$ cat config.mk
export PLATFORM = sky130hd
export DESIGN_NAME = hazard_ctrl_flat
export DESIGN_NICKNAME = d
export VERILOG_FILES = /design/src/rtl/hazard_ctrl_if.sv /design/src/rtl/hazard_ctrl.sv /design/src/flat_wrapper.sv
export SDC_FILE = /design/constraint.sdc
export NUM_CORES = 1
export LEC_CHECK = 0
export ABC_CLOCK_PERIOD_IN_PS = 3200
export CORE_ASPECT_RATIO = 0.9
export CORE_MARGIN = 1.5
export CORE_UTILIZATION = 32
export DETAILED_ROUTE_END_ITERATION = 12
export GPL_TIMING_DRIVEN = 0
export PLACE_DENSITY = 0.79
export SYNTH_ARGS = -nofsm -noshare
export SYNTH_HDL_FRONTEND = slang
export SYNTH_SLANG_ARGS = --single-unit
$ cat constraint.sdc
create_clock -name clk -period 3.2 [get_ports clk]
set_clock_uncertainty 0.05 [all_clocks]
set_input_delay 0.96 -clock clk [delete_from_list [all_inputs] [get_ports clk]]
set_output_delay 0.96 -clock clk [all_outputs]
set_load 0.02 [all_outputs]
$ cat src/rtl/hazard_ctrl_if.sv
// Pipeline-to-hazard-controller signal bundle.
// The pipeline side uses the master modport; hazard_ctrl uses the slave modport.
interface hazard_ctrl_if;
  logic [4:0]  ID_Rs;
  logic [4:0]  ID_Rt;
  logic        ID_UsesRt;
  logic        EX_MemRead;
  logic [4:0]  EX_RegWriteAddr;
  logic        EX_BranchTaken;
  logic        MEM_MemAccess;
  logic        dmem_ready;

  logic        pc_we;
  logic        ifid_we;
  logic        idex_we;
  logic        exmem_we;
  logic        ifid_flush;
  logic        idex_flush;
  logic        memwb_bubble;
  logic        dmem_timeout;
  logic        dmem_err;
  logic [31:0] stall_cnt;
  logic [31:0] flush_cnt;

  modport master (
    output ID_Rs, ID_Rt, ID_UsesRt, EX_MemRead, EX_RegWriteAddr,
           EX_BranchTaken, MEM_MemAccess, dmem_ready,
    input  pc_we, ifid_we, idex_we, exmem_we, ifid_flush, idex_flush,
           memwb_bubble, dmem_timeout, dmem_err, stall_cnt, flush_cnt
  );

  modport slave (
    input  ID_Rs, ID_Rt, ID_UsesRt, EX_MemRead, EX_RegWriteAddr,
           EX_BranchTaken, MEM_MemAccess, dmem_ready,
    output pc_we, ifid_we, idex_we, exmem_we, ifid_flush, idex_flush,
           memwb_bubble, dmem_timeout, dmem_err, stall_cnt, flush_cnt
  );
endinterface

$ cat src/rtl/hazard_ctrl.sv
// Five-stage pipeline hazard controller: memory freeze with timeout, branch flush, load-use stall.
// Optional macro HAZARD_PERF_EN builds saturating stall/flush performance counters.
module hazard_ctrl #(
  parameter logic [7:0] WAIT_TIMEOUT = 8'd16
) (
  input  logic         clk,
  input  logic         rst_n,
  hazard_ctrl_if.slave hz
);

  typedef enum logic [0:0] {
    RUN      = 1'b0,
    MEM_WAIT = 1'b1
  } state_t;

  state_t     state_q, state_d;
  logic [7:0] wcnt_q, wcnt_d;
  logic       err_q, err_d;

  logic       mem_pending;
  logic       freeze;
  logic       timeout;
  logic       flush;
  logic       rs_hit;
  logic       rt_hit;
  logic       load_use;

  logic       pc_we, ifid_we, idex_we, exmem_we;
  logic       ifid_flush, idex_flush, memwb_bubble, dmem_timeout;

  // Hazard classification; freeze outranks flush, which outranks load-use.
  always_comb begin
    mem_pending = hz.MEM_MemAccess && !hz.dmem_ready;
    freeze      = mem_pending && ((state_q == RUN) || (wcnt_q < WAIT_TIMEOUT));
    timeout     = mem_pending && (state_q == MEM_WAIT) && (wcnt_q >= WAIT_TIMEOUT);
    flush       = !freeze && hz.EX_BranchTaken;
    rs_hit      = (hz.EX_RegWriteAddr == hz.ID_Rs);
    rt_hit      = hz.ID_UsesRt && (hz.EX_RegWriteAddr == hz.ID_Rt);
    load_use    = !freeze && !flush && hz.EX_MemRead &&
                  (hz.EX_RegWriteAddr != 5'd0) && (rs_hit || rt_hit);
  end

  always_comb begin
    state_d = state_q;
    wcnt_d  = wcnt_q;
    err_d   = err_q || timeout;
    unique case (state_q)
      RUN: begin
        if (freeze) begin
          state_d = MEM_WAIT;
          wcnt_d  = 8'd1;
        end else begin
          wcnt_d  = 8'd0;
        end
      end
      MEM_WAIT: begin
        // Leaving on ready, timeout or a withdrawn access all return to RUN.
        if (freeze) begin
          wcnt_d  = wcnt_q + 8'd1;
        end else begin
          state_d = RUN;
          wcnt_d  = 8'd0;
        end
      end
      default: begin
        state_d = RUN;
        wcnt_d  = 8'd0;
      end
    endcase
  end

  always_ff @(posedge clk or negedge rst_n) begin
    if (!rst_n) begin
      state_q <= RUN;
      wcnt_q  <= 8'd0;
      err_q   <= 1'b0;
    end else begin
      state_q <= state_d;
      wcnt_q  <= wcnt_d;
      err_q   <= err_d;
    end
  end

  always_comb begin
    pc_we        = 1'b1;
    ifid_we      = 1'b1;
    idex_we      = 1'b1;
    exmem_we     = 1'b1;
    ifid_flush   = 1'b0;
    idex_flush   = 1'b0;
    memwb_bubble = 1'b0;
    dmem_timeout = timeout;
    if (!rst_n) begin
      pc_we        = 1'b0;
      ifid_we      = 1'b0;
      idex_we      = 1'b0;
      exmem_we     = 1'b0;
      dmem_timeout = 1'b0;
    end else if (freeze) begin
      pc_we        = 1'b0;
      ifid_we      = 1'b0;
      idex_we      = 1'b0;
      exmem_we     = 1'b0;
      memwb_bubble = 1'b1;
    end else if (flush) begin
      ifid_flush   = 1'b1;
      idex_flush   = 1'b1;
    end else if (load_use) begin
      // Hold PC and IF/ID for one cycle while a bubble enters EX.
      pc_we        = 1'b0;
      ifid_we      = 1'b0;
      idex_flush   = 1'b1;
    end
  end

  assign hz.pc_we        = pc_we;
  assign hz.ifid_we      = ifid_we;
  assign hz.idex_we      = idex_we;
  assign hz.exmem_we     = exmem_we;
  assign hz.ifid_flush   = ifid_flush;
  assign hz.idex_flush   = idex_flush;
  assign hz.memwb_bubble = memwb_bubble;
  assign hz.dmem_timeout = dmem_timeout;
  assign hz.dmem_err     = err_q;

`ifdef HAZARD_PERF_EN
  logic [31:0] stall_cnt_q, stall_cnt_d;
  logic [31:0] flush_cnt_q, flush_cnt_d;

  always_comb begin
    stall_cnt_d = stall_cnt_q;
    flush_cnt_d = flush_cnt_q;
    if ((freeze || load_use) && (stall_cnt_q != 32'hFFFF_FFFF)) begin
      stall_cnt_d = stall_cnt_q + 32'd1;
    end
    if (flush && (flush_cnt_q != 32'hFFFF_FFFF)) begin
      flush_cnt_d = flush_cnt_q + 32'd1;
    end
  end

  always_ff @(posedge clk or negedge rst_n) begin
    if (!rst_n) begin
      stall_cnt_q <= 32'd0;
      flush_cnt_q <= 32'd0;
    end else begin
      stall_cnt_q <= stall_cnt_d;
      flush_cnt_q <= flush_cnt_d;
    end
  end

  assign hz.stall_cnt = stall_cnt_q;
  assign hz.flush_cnt = flush_cnt_q;
`else
  assign hz.stall_cnt = 32'd0;
  assign hz.flush_cnt = 32'd0;
`endif

endmodule

$ cat src/flat_wrapper.sv
// flat-port wrapper written by rule: the top's interface ports become plain ports
module hazard_ctrl_flat 
#(
  parameter logic [7:0] WAIT_TIMEOUT = 8'd16
)
  (clk, rst_n, hz_ID_Rs, hz_ID_Rt, hz_ID_UsesRt, hz_EX_MemRead, hz_EX_RegWriteAddr, hz_EX_BranchTaken, hz_MEM_MemAccess, hz_dmem_ready, hz_pc_we, hz_ifid_we, hz_idex_we, hz_exmem_we, hz_ifid_flush, hz_idex_flush, hz_memwb_bubble, hz_dmem_timeout, hz_dmem_err, hz_stall_cnt, hz_flush_cnt);
  hazard_ctrl_if hz_i ();
  input  logic clk;
  input  logic rst_n;
  input wire logic [$bits(hz_i.ID_Rs)-1:0] hz_ID_Rs;
  input wire logic [$bits(hz_i.ID_Rt)-1:0] hz_ID_Rt;
  input wire logic [$bits(hz_i.ID_UsesRt)-1:0] hz_ID_UsesRt;
  input wire logic [$bits(hz_i.EX_MemRead)-1:0] hz_EX_MemRead;
  input wire logic [$bits(hz_i.EX_RegWriteAddr)-1:0] hz_EX_RegWriteAddr;
  input wire logic [$bits(hz_i.EX_BranchTaken)-1:0] hz_EX_BranchTaken;
  input wire logic [$bits(hz_i.MEM_MemAccess)-1:0] hz_MEM_MemAccess;
  input wire logic [$bits(hz_i.dmem_ready)-1:0] hz_dmem_ready;
  output wire logic [$bits(hz_i.pc_we)-1:0] hz_pc_we;
  output wire logic [$bits(hz_i.ifid_we)-1:0] hz_ifid_we;
  output wire logic [$bits(hz_i.idex_we)-1:0] hz_idex_we;
  output wire logic [$bits(hz_i.exmem_we)-1:0] hz_exmem_we;
  output wire logic [$bits(hz_i.ifid_flush)-1:0] hz_ifid_flush;
  output wire logic [$bits(hz_i.idex_flush)-1:0] hz_idex_flush;
  output wire logic [$bits(hz_i.memwb_bubble)-1:0] hz_memwb_bubble;
  output wire logic [$bits(hz_i.dmem_timeout)-1:0] hz_dmem_timeout;
  output wire logic [$bits(hz_i.dmem_err)-1:0] hz_dmem_err;
  output wire logic [$bits(hz_i.stall_cnt)-1:0] hz_stall_cnt;
  output wire logic [$bits(hz_i.flush_cnt)-1:0] hz_flush_cnt;
  assign hz_i.ID_Rs = hz_ID_Rs;
  assign hz_i.ID_Rt = hz_ID_Rt;
  assign hz_i.ID_UsesRt = hz_ID_UsesRt;
  assign hz_i.EX_MemRead = hz_EX_MemRead;
  assign hz_i.EX_RegWriteAddr = hz_EX_RegWriteAddr;
  assign hz_i.EX_BranchTaken = hz_EX_BranchTaken;
  assign hz_i.MEM_MemAccess = hz_MEM_MemAccess;
  assign hz_i.dmem_ready = hz_dmem_ready;
  assign hz_pc_we = hz_i.pc_we;
  assign hz_ifid_we = hz_i.ifid_we;
  assign hz_idex_we = hz_i.idex_we;
  assign hz_exmem_we = hz_i.exmem_we;
  assign hz_ifid_flush = hz_i.ifid_flush;
  assign hz_idex_flush = hz_i.idex_flush;
  assign hz_memwb_bubble = hz_i.memwb_bubble;
  assign hz_dmem_timeout = hz_i.dmem_timeout;
  assign hz_dmem_err = hz_i.dmem_err;
  assign hz_stall_cnt = hz_i.stall_cnt;
  assign hz_flush_cnt = hz_i.flush_cnt;
  hazard_ctrl #(.WAIT_TIMEOUT(WAIT_TIMEOUT)) u_core (.clk(clk), .rst_n(rst_n), .hz(hz_i));
endmodule
==> out/qor.yml <==
timing.final.crit_share_pct: 98.3
drt-total-wl_mm: 1.87
die_w_um: 64.2
cts.path.max_buffers: 2
io_buffers: 30
finalInstanceArea_sq_mm: 0.00175
worstPathArrival_ps: 2140
cts_root_buffer: "clkbuf_8"
core_area_sq_mm: 0.00314
n_fill_cell: 290
crit_fanout: 3
routed_via_density: 3.20
p_per_area_mw_per_mm2: 271
ioPinCount: 95
drc: 0
fmax_ghz: 0.318
grt_pass1_vias: 628
fin_nets: 246
end_kind: "output pin"
multi_input_area_sq_um: 629
tritoncts: "done"
fin_hold_ws_ps: 408
synth.distinct_cells: 28
seq_area_sq_um: 250
layout_common_cells: "68 x buf_4, 67 x conb_1, 11 x xor2_1, 11 x dlygate4sd2_1, 10 x dfrtp_1"
crit_required_ps: 2190
path_class: "input port to output pin"
diodes: 0
postSynthCellCount: 120
wl_per_cell_um: 7.15
ys_seq_area_share_pct: 23.2
yosys.area.top_type: "buf_4"
gp_congestion: 0.670
crit_chain: "buf_2 > or4_4 > o21ai_4 > or3b_4 > o2bb2ai_4 > buf_6"
period_minus_slack_ps: 3150
hp-class: "flip-flop to flip-flop"
drt_iter0_markers: 17
hpwlAfterDp_mm: 1.69
hold_violations: 0
gr-total-overflow: 0
place_area_sq_mm: 0.00168
layout-drive-gt1-share_pct: 42.7
synth_top_area_share_pct: 45.9
slowest_delay_ps: 520
rows: 19
cp_slowest_cell: "or4_4"
final_max_slew_viol_count: 0
cp-start-kind: "input port"
insertion_delay_ps: 230
path_buf_inv: 2
grt_start_max_net_pins: 15
syn2layout_area_growth_pct: 62.2
critical-path-top-delay-family: "simple AND/OR/NAND/NOR gates"
ys.warnings.count: 0
start_util_pct: 34.4
track_usage_pct: 9.16
vias: 838
die_h_um: 58.1
rsz0062_at_grt: "no"
antenna_found_initial: 0
peakVddDrop_mv: 0.170
yosys-top-cells-area: "buf_4 46%, dfrtp_1 23%, xor2_1 8.9%"
synth.avg_cell_area_sq_um: 9.00
final_util_pct: 55.8
h-tree-depth: 1
dr.pass1.iters: 3
cts.clk_slew.worst_paths_ps: 40
clock-sinks: 10
setup_viol: 0
syn_area_sq_mm: 0.00108
grt_pass1_wl_mm: 2.59
synth_seq_cells: 10
cap_violations: 0
layout_commonest_cell: "buf_4"
hold_buffers: 0
status: "finished clean"
p_leak_uw: 0.00102
cts_inserted_buffers: 3
dieArea_sq_mm: 0.00373
ant_nets: 0
## repair_timing
item / in CTS / in global routing
pin swaps: 13 / 0
setup endpoints to repair: 8 / 3
gates cloned: 0 / 0
buffers inserted: 2 / 0
gates resized for setup: 77 / 4
## metrics by stage
step                      setup slack (ps)  total power (uW)  TNS, ps  cells
after global placement                -942               347    -5380    258
after floorplan                       94.5               297        0    186
final                                 53.2               474        0    262
after CTS                             1.34               474        0    262
after detailed placement              -953               347    -5420    258
after global routing                  3.56               499        0    262
## registers in the layout, indices dropped and copies added (netlist names)
signal and cells:
u_core.hz.dmem_err 1, u_core.state_q 1, u_core.wcnt_q 8
## synth_stat cells
cell	count
nand2_2	1
a21boi_1	1
or4_4	1
a32oi_1	1
or4_1	1
nor2b_2	1
and2_4	1
conb_1	1
dfrtp_1	10
o21ai_0	1
a21oi_4	1
xor2_1	11
o31a_1	1
buf_4	66
nand2b_1	1
nor3_1	1
and4b_1	1
and2_1	2
nor2_1	4
or3b_2	1
nor4_1	1
nand3_1	2
o2bb2ai_1	1
inv_1	2
and3_1	1
ha_1	2
xnor2_1	2
or2_1	1
## final timing paths
kind	startpoint	to	slack, ps	cells after the start
max reg2reg	u_core.wcnt_q[4]	u_core.wcnt_q[2]	1540	5
max	hz_EX_RegWriteAddr[3]	hz_idex_flush	50	6
max in group asynchronous	rst_n	u_core.wcnt_q[7]	2220	1
min reg2reg	u_core.hz.dmem_err	u_core.hz.dmem_err	410	1
min	u_core.hz.dmem_err	u_core.hz.dmem_err	410	1
min in group asynchronous	rst_n	u_core.hz.dmem_err	650	1
## cell type report
| class | instances | area share, % |
|---|---|---|
| plain buffers | 65 | 27.9 |
| clock buffers | 3 | 2.36 |
| inverters | 2 | 0.429 |
| multi-input cells | 108 | 35.9 |
| flip-flops and latches | 10 | 14.3 |
| well taps | 42 | 3.00 |
| repair buffers | 32 | 16.1 |
## report_power, final
part           switching (uW)  internal [uW]
registers                3.22            132
logic                     116           98.8
clock network            42.6           81.8
total                     161            313
## worst register-to-register path, cell delays in order (launching register included)
cell and delay, ps:
dfrtp_1 390, or4_4 560, a21oi_4 230, buf_4 160
nand2_2 70, nor2_1 120
## metal layers
metal	GRT usage (%)	vias up	share of wire (%)
met5	0	-	0
met4	4.56	0	1.8
met3	4.27	4	14
met2	17.1	51	52
met1	8.38	334	32
li1	-	449	-
## cells by family after synthesis
kind of cell | Yosys count | synth area share [%]
compound gates | 6 | 5.10
xor+xnor | 13 | 10.5
fa+ha+maj | 2 | 2.32
buf+inv | 68 | 46.6
flops | 10 | 23.2
other cells | 1 | 0.347
simple gates | 20 | 11.9
Power figures use the tool's default switching activity.
